### src/rtl/pipeifq_pkg.sv
// Shared types and constants for the instruction prefetch queue.
// Imported by the queue storage and the fetch controller.
package pipeifq_pkg;

   localparam int XLEN = 32;
   localparam logic [XLEN-1:0] PC_INC = 32'd4;

   typedef enum logic [1:0] {
      ST_IDLE = 2'd0,
      ST_REQ  = 2'd1,
      ST_WAIT = 2'd2
   } ifq_state_e;

   typedef struct packed {
      logic [XLEN-1:0] pc;
      logic [XLEN-1:0] inst;
   } ifq_entry_t;

endpackage

### src/rtl/ifq_fifo.sv
// Circular buffer of {pc, inst} entries with push, pop and flush.
// The head entry is read straight from registered storage.
module ifq_fifo
   import pipeifq_pkg::*;
#(
   parameter int DEPTH = 4,
   localparam int PW = $clog2(DEPTH),
   localparam int CW = PW + 1
) (
   input  logic          clk,
   input  logic          clr,
   input  logic          push_i,
   input  logic          pop_i,
   input  logic          flush_i,
   input  ifq_entry_t    wdata_i,
   output ifq_entry_t    rdata_o,
   output logic [CW-1:0] count_o
);

   ifq_entry_t    mem_q [DEPTH];
   logic [PW-1:0] head_q, head_d;
   logic [PW-1:0] tail_q, tail_d;
   logic [CW-1:0] cnt_q, cnt_d;
   logic          do_push, do_pop;

   assign do_push = push_i && (cnt_q != CW'(DEPTH));
   assign do_pop  = pop_i && (cnt_q != '0);

   // Pointer and occupancy update; flush beats push and pop.
   always_comb begin
      head_d = head_q;
      tail_d = tail_q;
      cnt_d  = cnt_q;
      if (flush_i) begin
         head_d = '0;
         tail_d = '0;
         cnt_d  = '0;
      end else begin
         if (do_push) tail_d = tail_q + PW'(1);
         if (do_pop)  head_d = head_q + PW'(1);
         cnt_d = cnt_q + CW'(do_push) - CW'(do_pop);
      end
   end

   // Storage and pointer registers; reset also zeroes every slot.
   always_ff @(posedge clk) begin
      if (clr) begin
         head_q <= '0;
         tail_q <= '0;
         cnt_q  <= '0;
         for (int i = 0; i < DEPTH; i++) begin
            mem_q[i] <= '0;
         end
      end else begin
         head_q <= head_d;
         tail_q <= tail_d;
         cnt_q  <= cnt_d;
         if (do_push && !flush_i) begin
            mem_q[tail_q] <= wdata_i;
         end
      end
   end

   assign rdata_o = mem_q[head_q];
   assign count_o = cnt_q;

endmodule

### src/rtl/pipeifq.sv
// Prefetch queue: owns the fetch pointer, issues one memory read at a
// time, and hands buffered words to decode; a redirect flushes it.
module pipeifq
   import pipeifq_pkg::*;
#(
   parameter int          DEPTH    = 4,
   parameter logic [31:0] RESET_PC = 32'h0000_0000
) (
   input  logic        clk,
   input  logic        clr,
   output logic        mem_req,
   output logic [31:0] mem_addr,
   input  logic        mem_gnt,
   input  logic        mem_rvalid,
   input  logic [31:0] mem_rdata,
   output logic        inst_valid,
   output logic [31:0] inst,
   output logic [31:0] inst_pc,
   input  logic        id_ready,
   input  logic        redir,
   input  logic [31:0] redir_pc
);

   localparam int CW = $clog2(DEPTH) + 1;

   ifq_state_e    state_q, state_d;
   logic [31:0]   fetch_pc_q, fetch_pc_d;
   logic [31:0]   addr_q, addr_d;
   logic          drop_q, drop_d;
   logic [CW-1:0] count, cnt_nx;
   logic          rsp, push, pop;
   ifq_entry_t    head, wentry;
   logic          redir_lsb_unused;

   assign redir_lsb_unused = ^redir_pc[1:0];

   assign rsp    = (state_q == ST_WAIT) && mem_rvalid;
   assign push   = rsp && !drop_q && !redir;
   assign pop    = inst_valid && id_ready && !redir;
   assign cnt_nx = count + CW'(push) - CW'(pop);
   assign wentry = '{pc: addr_q, inst: mem_rdata};

   ifq_fifo #(.DEPTH(DEPTH)) u_fifo (
      .clk     (clk),
      .clr     (clr),
      .push_i  (push),
      .pop_i   (pop),
      .flush_i (redir),
      .wdata_i (wentry),
      .rdata_o (head),
      .count_o (count)
   );

   // State, fetch pointer, request address and drop flag registers.
   always_ff @(posedge clk) begin
      if (clr) begin
         state_q    <= ST_IDLE;
         fetch_pc_q <= RESET_PC;
         addr_q     <= RESET_PC;
         drop_q     <= 1'b0;
      end else begin
         state_q    <= state_d;
         fetch_pc_q <= fetch_pc_d;
         addr_q     <= addr_d;
         drop_q     <= drop_d;
      end
   end

   // Next state: request only while a slot is free for the reply.
   always_comb begin
      state_d = state_q;
      unique case (state_q)
         ST_IDLE: begin
            if (!redir && (count < CW'(DEPTH))) state_d = ST_REQ;
         end
         ST_REQ: begin
            if (mem_gnt) state_d = ST_WAIT;
         end
         ST_WAIT: begin
            if (mem_rvalid) begin
               if (redir || (cnt_nx < CW'(DEPTH))) state_d = ST_REQ;
               else state_d = ST_IDLE;
            end
         end
         default: state_d = ST_IDLE;
      endcase
   end

   // Pointer/drop update; a redirect overrides the post-grant step.
   always_comb begin
      fetch_pc_d = fetch_pc_q;
      drop_d     = drop_q;
      addr_d     = addr_q;
      if ((state_q == ST_REQ) && mem_gnt && !drop_q && !redir) begin
         fetch_pc_d = fetch_pc_q + PC_INC;
      end
      if (rsp) drop_d = 1'b0;
      if (redir) begin
         fetch_pc_d = {redir_pc[31:2], 2'b00};
         if ((state_q == ST_REQ) ||
             ((state_q == ST_WAIT) && !mem_rvalid)) begin
            drop_d = 1'b1;
         end
      end
      if ((state_d == ST_REQ) && (state_q != ST_REQ)) begin
         addr_d = fetch_pc_d;
      end
   end

   // Memory-side outputs come straight from registers.
   always_comb begin
      mem_req  = (state_q == ST_REQ);
      mem_addr = addr_q;
   end

   assign inst_valid = (count != '0);
   assign inst       = head.inst;
   assign inst_pc    = head.pc;

endmodule

### config.mk
export PLATFORM = sky130hd
export DESIGN_NAME = pipeifq
export DESIGN_NICKNAME = d
export VERILOG_FILES = /design/src/rtl/pipeifq_pkg.sv /design/src/rtl/ifq_fifo.sv /design/src/rtl/pipeifq.sv
export SDC_FILE = /design/constraint.sdc
export NUM_CORES = 1
export LEC_CHECK = 0
export ABC_CLOCK_PERIOD_IN_PS = 16100
export CAP_MARGIN = 20
export CORE_UTILIZATION = 48
export DETAILED_ROUTE_END_ITERATION = 8
export PLACE_DENSITY = 0.73
export SETUP_SLACK_MARGIN = 0.05
export SKIP_LAST_GASP = 1
export SYNTH_ARGS = -nofsm -noshare
export SYNTH_HDL_FRONTEND = slang
export SYNTH_HIERARCHICAL = 1
export SYNTH_SLANG_ARGS = --single-unit
export TNS_END_PERCENT = 30
### constraint.sdc
create_clock -name clk -period 16.1 [get_ports clk]
set_input_delay 4.025 -clock clk [delete_from_list [all_inputs] [get_ports clk]]
set_output_delay 4.025 -clock clk [all_outputs]
set_load 0.1 [all_outputs]
Word-level counts from Yosys, hierarchy flattened:

Memory sizes are Yosys's and may differ from the RTL's. A register that Yosys moved wholly into a read port is not among the register bits.
Cells that the tools add are included.

* bits in registers: 74
* RAM bits: 256
* input bits: 70
* word-level logic and storage cells: 65
* memories kept: 1
* output and inout port bits: 98

* order comparisons: 2
* eq/ne operators: 5
* add/sub/neg operators: 7
* muxes and demuxes: 20
* reductions and logical operators: 23

Memories
* u_fifo.mem_q: depth 4, width 64, rd ports 1, clocked after memory_dff 1, wr ports 4, RTL line ifq_fifo.sv:20 `ifq_entry_t mem_q [DEPTH];`

Operator list (number)
* $mux 32: 2
* $mux 64: 1
* $reduce_or 64->1: 1
* $add 32x3->32 const B: 1
* $logic_and 1x1->1: 14
* $mux 2: 6
* $mux 1: 10
* $add 3x1->3: 2
* $lt 3x3->1 const B: 2
* $pmux 2 s3: 1
* $sub 3x1->3: 2
* $add 2x1->2 const B: 2
* $eq 2x1->1 const B: 2
* $logic_not 1->1: 3
* $ne 3x3->1 const B: 1
* $reduce_bool 3->1: 1
* $eq 2x2->1 const B: 1
* $logic_not 2->1: 1
* $logic_or 1x1->1: 2
* $ne 2x1->1 const B: 1
* $reduce_or 2->1: 1

Longest topological paths before layout:

* depth after elaboration: 13
* gate-level depth with buffers: 13
* mapped depth without buffers: 12

Modules after synthesis:

Netlist, hierarchy kept.

Modules (own cells, without submodules)
* ifq_fifo: cells an instance 667, area each 11456.0 um^2, instances 1
* pipeifq: cells an instance 414, area each 3542.1 um^2, instances 1

Least setup slack after synthesis:

OpenSTA, ideal clock, no wires.

* path type: input port to flip-flop
* start: input redir
* end: memory u_fifo/mem_q[3][0] (netlist bit) (enable)
* cell stages on the path: 5
* data arrival time: 9.271 ns
* slack: 6.247 ns
* library setup time: 0.582 ns
* required time: 15.518 ns
* cell sequence: nor2_1 nand2_1 inv_1 nand2b_1 o31ai_1

RTL lines
* start, declared: RTL line pipeifq.sv:20 `input logic redir,`
* end, declared: RTL line ifq_fifo.sv:20

Worst setup path in the final report:

* start: input redir
* end: register addr_q[27], in the netlist mem_addr[27]

* elaborated cells between the ends (all ways): 17
* classes of those cells: 2 x add/sub; 1 x order compare; 1 x eq/ne; 6 x mux; 7 x reduce/logical

RTL lines
* $logic_not 1->1: RTL line pipeifq.sv:39 `assign pop = inst_valid && id_ready && !redir;`
* $logic_and 1x1->1: RTL line pipeifq.sv:39
* net pop: RTL line pipeifq.sv:31 `logic rsp, push, pop;`
* $sub 3x1->3: RTL line pipeifq.sv:40 `assign cnt_nx = count + CW'(push) - CW'(pop);`
* $lt 3x3->1: RTL line pipeifq.sv:81 `if (redir || (cnt_nx < CW'(DEPTH))) state_d = ST_REQ;`
* $logic_or 1x1->1: RTL line pipeifq.sv:81
* $mux 1: RTL line pipeifq.sv:81
* $mux 2: RTL line pipeifq.sv:80 `if (mem_rvalid) begin`
* $pmux 2 s3: RTL line pipeifq.sv:72 `unique case (state_q)`
* $eq 2x1->1: RTL line pipeifq.sv:105 `if ((state_d == ST_REQ) && (state_q != ST_REQ)) begin`
* $logic_and 1x1->1: RTL line pipeifq.sv:105
* end signal, assigned: RTL line pipeifq.sv:64 `addr_q <= addr_d;`
* end, declared: RTL line pipeifq.sv:28 `logic [31:0] addr_q, addr_d;`

The timed path passes the listed nets, and every way through them passes these cells.
A chain may end at the register's enable or synchronous reset.

==> results.json <==
{
  "tightest_slew_ps": 1081,
  "path_cells": "buf_2, buf_4, inv_1, and3_1, ha_1, inv_1, ha_1, and3b_1, or4_4, a31oi_4, nand2_1, o22ai_1",
  "path_clk_slew_ps": 60,
  "postSynthAreaPerCell_um2": 13.87,
  "finalHoldViolations": 0,
  "post_dp_cell_area_um2": 16880,
  "critPathCaptureType": "flip-flop",
  "drive_gt1_share_pct": 13.59,
  "ys_ff_latch": 332,
  "clock_latency_ps": 520,
  "hold_path_class": "reg -> reg",
  "cp.required_ps": 16530,
  "yosysWarnings": 6,
  "final_common_cell": "and2_1",
  "antenna_found_initial": 0,
  "core_um2": 30670,
  "htree_num_levels": 2,
  "final_area_um2": 18140,
  "grt_overflow": 0,
  "rsz0062_at_grt": "false",
  "io_pins": 168,
  "layout_common_cells": "and2_1 (261), edfxtp_1 (256), clkdlybuf4s50_1 (163)",
  "synthArstFlopShare_pct": 0,
  "ant_nets": 0,
  "wl_mm": 34.43,
  "hold_path_depth": 2,
  "cp_max_fo": 65,
  "period_share_pct": 47.74,
  "worstPathArrival_ps": 8120,
  "drtIter0Drc": 557,
  "cts_root_buffer": "clkbuf_16",
  "layout_setup_ws_ps": 8413,
  "die-area_um2": 31960,
  "max_slew_margin_pct": 27.73,
  "maxSlewViolCount": 0,
  "final_nets": 1301,
  "critical_path_class": "in -> reg",
  "grt_pass1_wl_mm": 53.00,
  "fmax_mhz": 130.1,
  "ys_seq_area_share_pct": 61.40,
  "slowest_delay_ps": 650,
  "num_antenna_cells": 0,
  "finalSetupViolCount": 0,
  "fin_crit_ps": 7687,
  "remaining_drc_errors": 0,
  "synth_edf_count": 256,
  "setup_tns_ps": 0,
  "grt_max_degree": 66,
  "peakVddDrop_mv": 0.08005,
  "ctsHoldBuffers": 0,
  "drv_cap": 0,
  "synth_cells": 1081,
  "critPathLaunchType": "input port",
  "r2r_cells": 8,
  "ys_types": 71,
  "syn_nets": 1157,
  "worst_path_max_delay_cell": "inv_1",
  "area.growth.synth_to_final_pct": 20.96,
  "routabilityCongestion": 0.8719,
  "die_width_um": 178.8,
  "cts_resized": 0,
  "portBuffers": 165,
  "first_global_vias": 9427,
  "vias": 9209,
  "viasPerCell": 5.591,
  "finalClockSkew_ps": 17.07,
  "dpl.hpwl_mm": 19.82,
  "wl_per_cell_um": 20.91,
  "pre_cts_ws_ps": 7948,
  "synthFlopType": "edfxtp_1",
  "grt_use_total_pct": 22.10,
  "firstDrtPassIters": 5,
  "r2r_setup_slack_ps": 12220,
  "netlist_area_um2": 15000,
  "total_power_w": 0.002068,
  "numCtsBuffers": 37,
  "outcome": "completed",
  "tritoncts": "yes",
  "cts_setup_buffers": 0,
  "cts_num_sinks": 332,
  "initial_core_util_pct": 48.90,
  "powerDensity_nw_per_um2": 114.0,
  "p_leak_nw": 6.517,
  "cts_buffer_depth": 3,
  "fp-row-count": 64,
  "die_h_um": 178.8
}
==> report_power, final <==
| part | total (W) | leakage (nW) | switching (W) | internal (W) |
|---|---|---|---|---|
| registers | 0.000981 | 3.26 | 0.0000250 | 0.000956 |
| logic | 0.000230 | 2.65 | 0.000166 | 0.0000646 |
| clock network | 0.000857 | 0.609 | 0.000328 | 0.000529 |
==> layout make-up <==
class,count,area [µm²]
clock buffers,49,1027
clock inverters,16,209.0
fillers,2393,12530
inverters,15,56.30
multi-input cells,661,5385
flip-flops and latches,332,9216
well taps,396,495.5
repair buffers,178,1752
==> critical path, delay by kind of cell <==
kind            cells  cell delay, ps
buf+inv             4            1320
compound gates      2             870
fa+ha+maj           2             420
simple gates        4            1460
==> registers in the layout, indices dropped and copies added, names as in the netlist, named ones only <==
signal,count
mem_addr,32
u_fifo/mem_q,256
u_fifo/head_q,2
u_fifo/tail_q,2
drop_q,1
fetch_pc_q,32
u_fifo/count_o,3
state_q,2
==> path summary, 6_finish.rpt <==
check                      startpoint                           endpoint
min          fetch_pc_q[1]$_SDFF_PP0_           mem_addr[1]$_SDFFE_PP0P_
max reg2reg     state_q[1]$_SDFF_PP0_  u_fifo/mem_q[0][17]$_SDFFCE_PN0P_
min reg2reg  fetch_pc_q[1]$_SDFF_PP0_           mem_addr[1]$_SDFFE_PP0P_
max                             redir          mem_addr[27]$_SDFFE_PP0P_
==> cell usage after synthesis (14+ instances only) <==
| master | count | area [µm²] |
|---|---|---|
| nor3_1 | 22 | 110.1 |
| dfxtp_1 | 76 | 1521 |
| nor2_1 | 38 | 142.6 |
| and3_1 | 14 | 87.58 |
| inv_1 | 15 | 56.30 |
| edfxtp_1 | 256 | 7687 |
| mux4_2 | 64 | 1441 |
| a21oi_1 | 19 | 95.09 |
| nand3_1 | 27 | 135.1 |
| clkbuf_1 | 32 | 120.1 |
| nand2_1 | 36 | 135.1 |
| buf_2 | 15 | 75.07 |
| and2_1 | 261 | 1633 |
==> through the flow <==
step	hold slack [ps]	utilization (%)	cells
floorplan	455.7	-	1081
global placement	466.9	55.05	1581
detailed placement	476.2	55.05	1581
CTS	484.5	59.09	1646
global route	523.3	59.15	1647
finish	478.7	59.15	1647
==> per-layer routing <==
layer	global-route usage (%)	part of all wire, %	vias up
met3	4.389	5.4	49
met1	28.54	42	4587
met5	0	0	-
li1	-	-	4318
met2	37.61	50	255
met4	6.568	2.1	0
==> kinds of logic (layout without fill, tap and decap cells) <==
family | count (synthesis) | count (layout) | share of synthesized area, %
xor+xnor | 12 | 12 | 0.7008
buf+inv | 88 | 258 | 2.928
mux | 70 | 70 | 10.03
flops | 332 | 332 | 61.40
fa+ha+maj | 6 | 6 | 0.5506
simple gates | 477 | 477 | 19.20
compound gates | 96 | 96 | 5.197
Note: power is estimated with default switching activity, not from simulation.
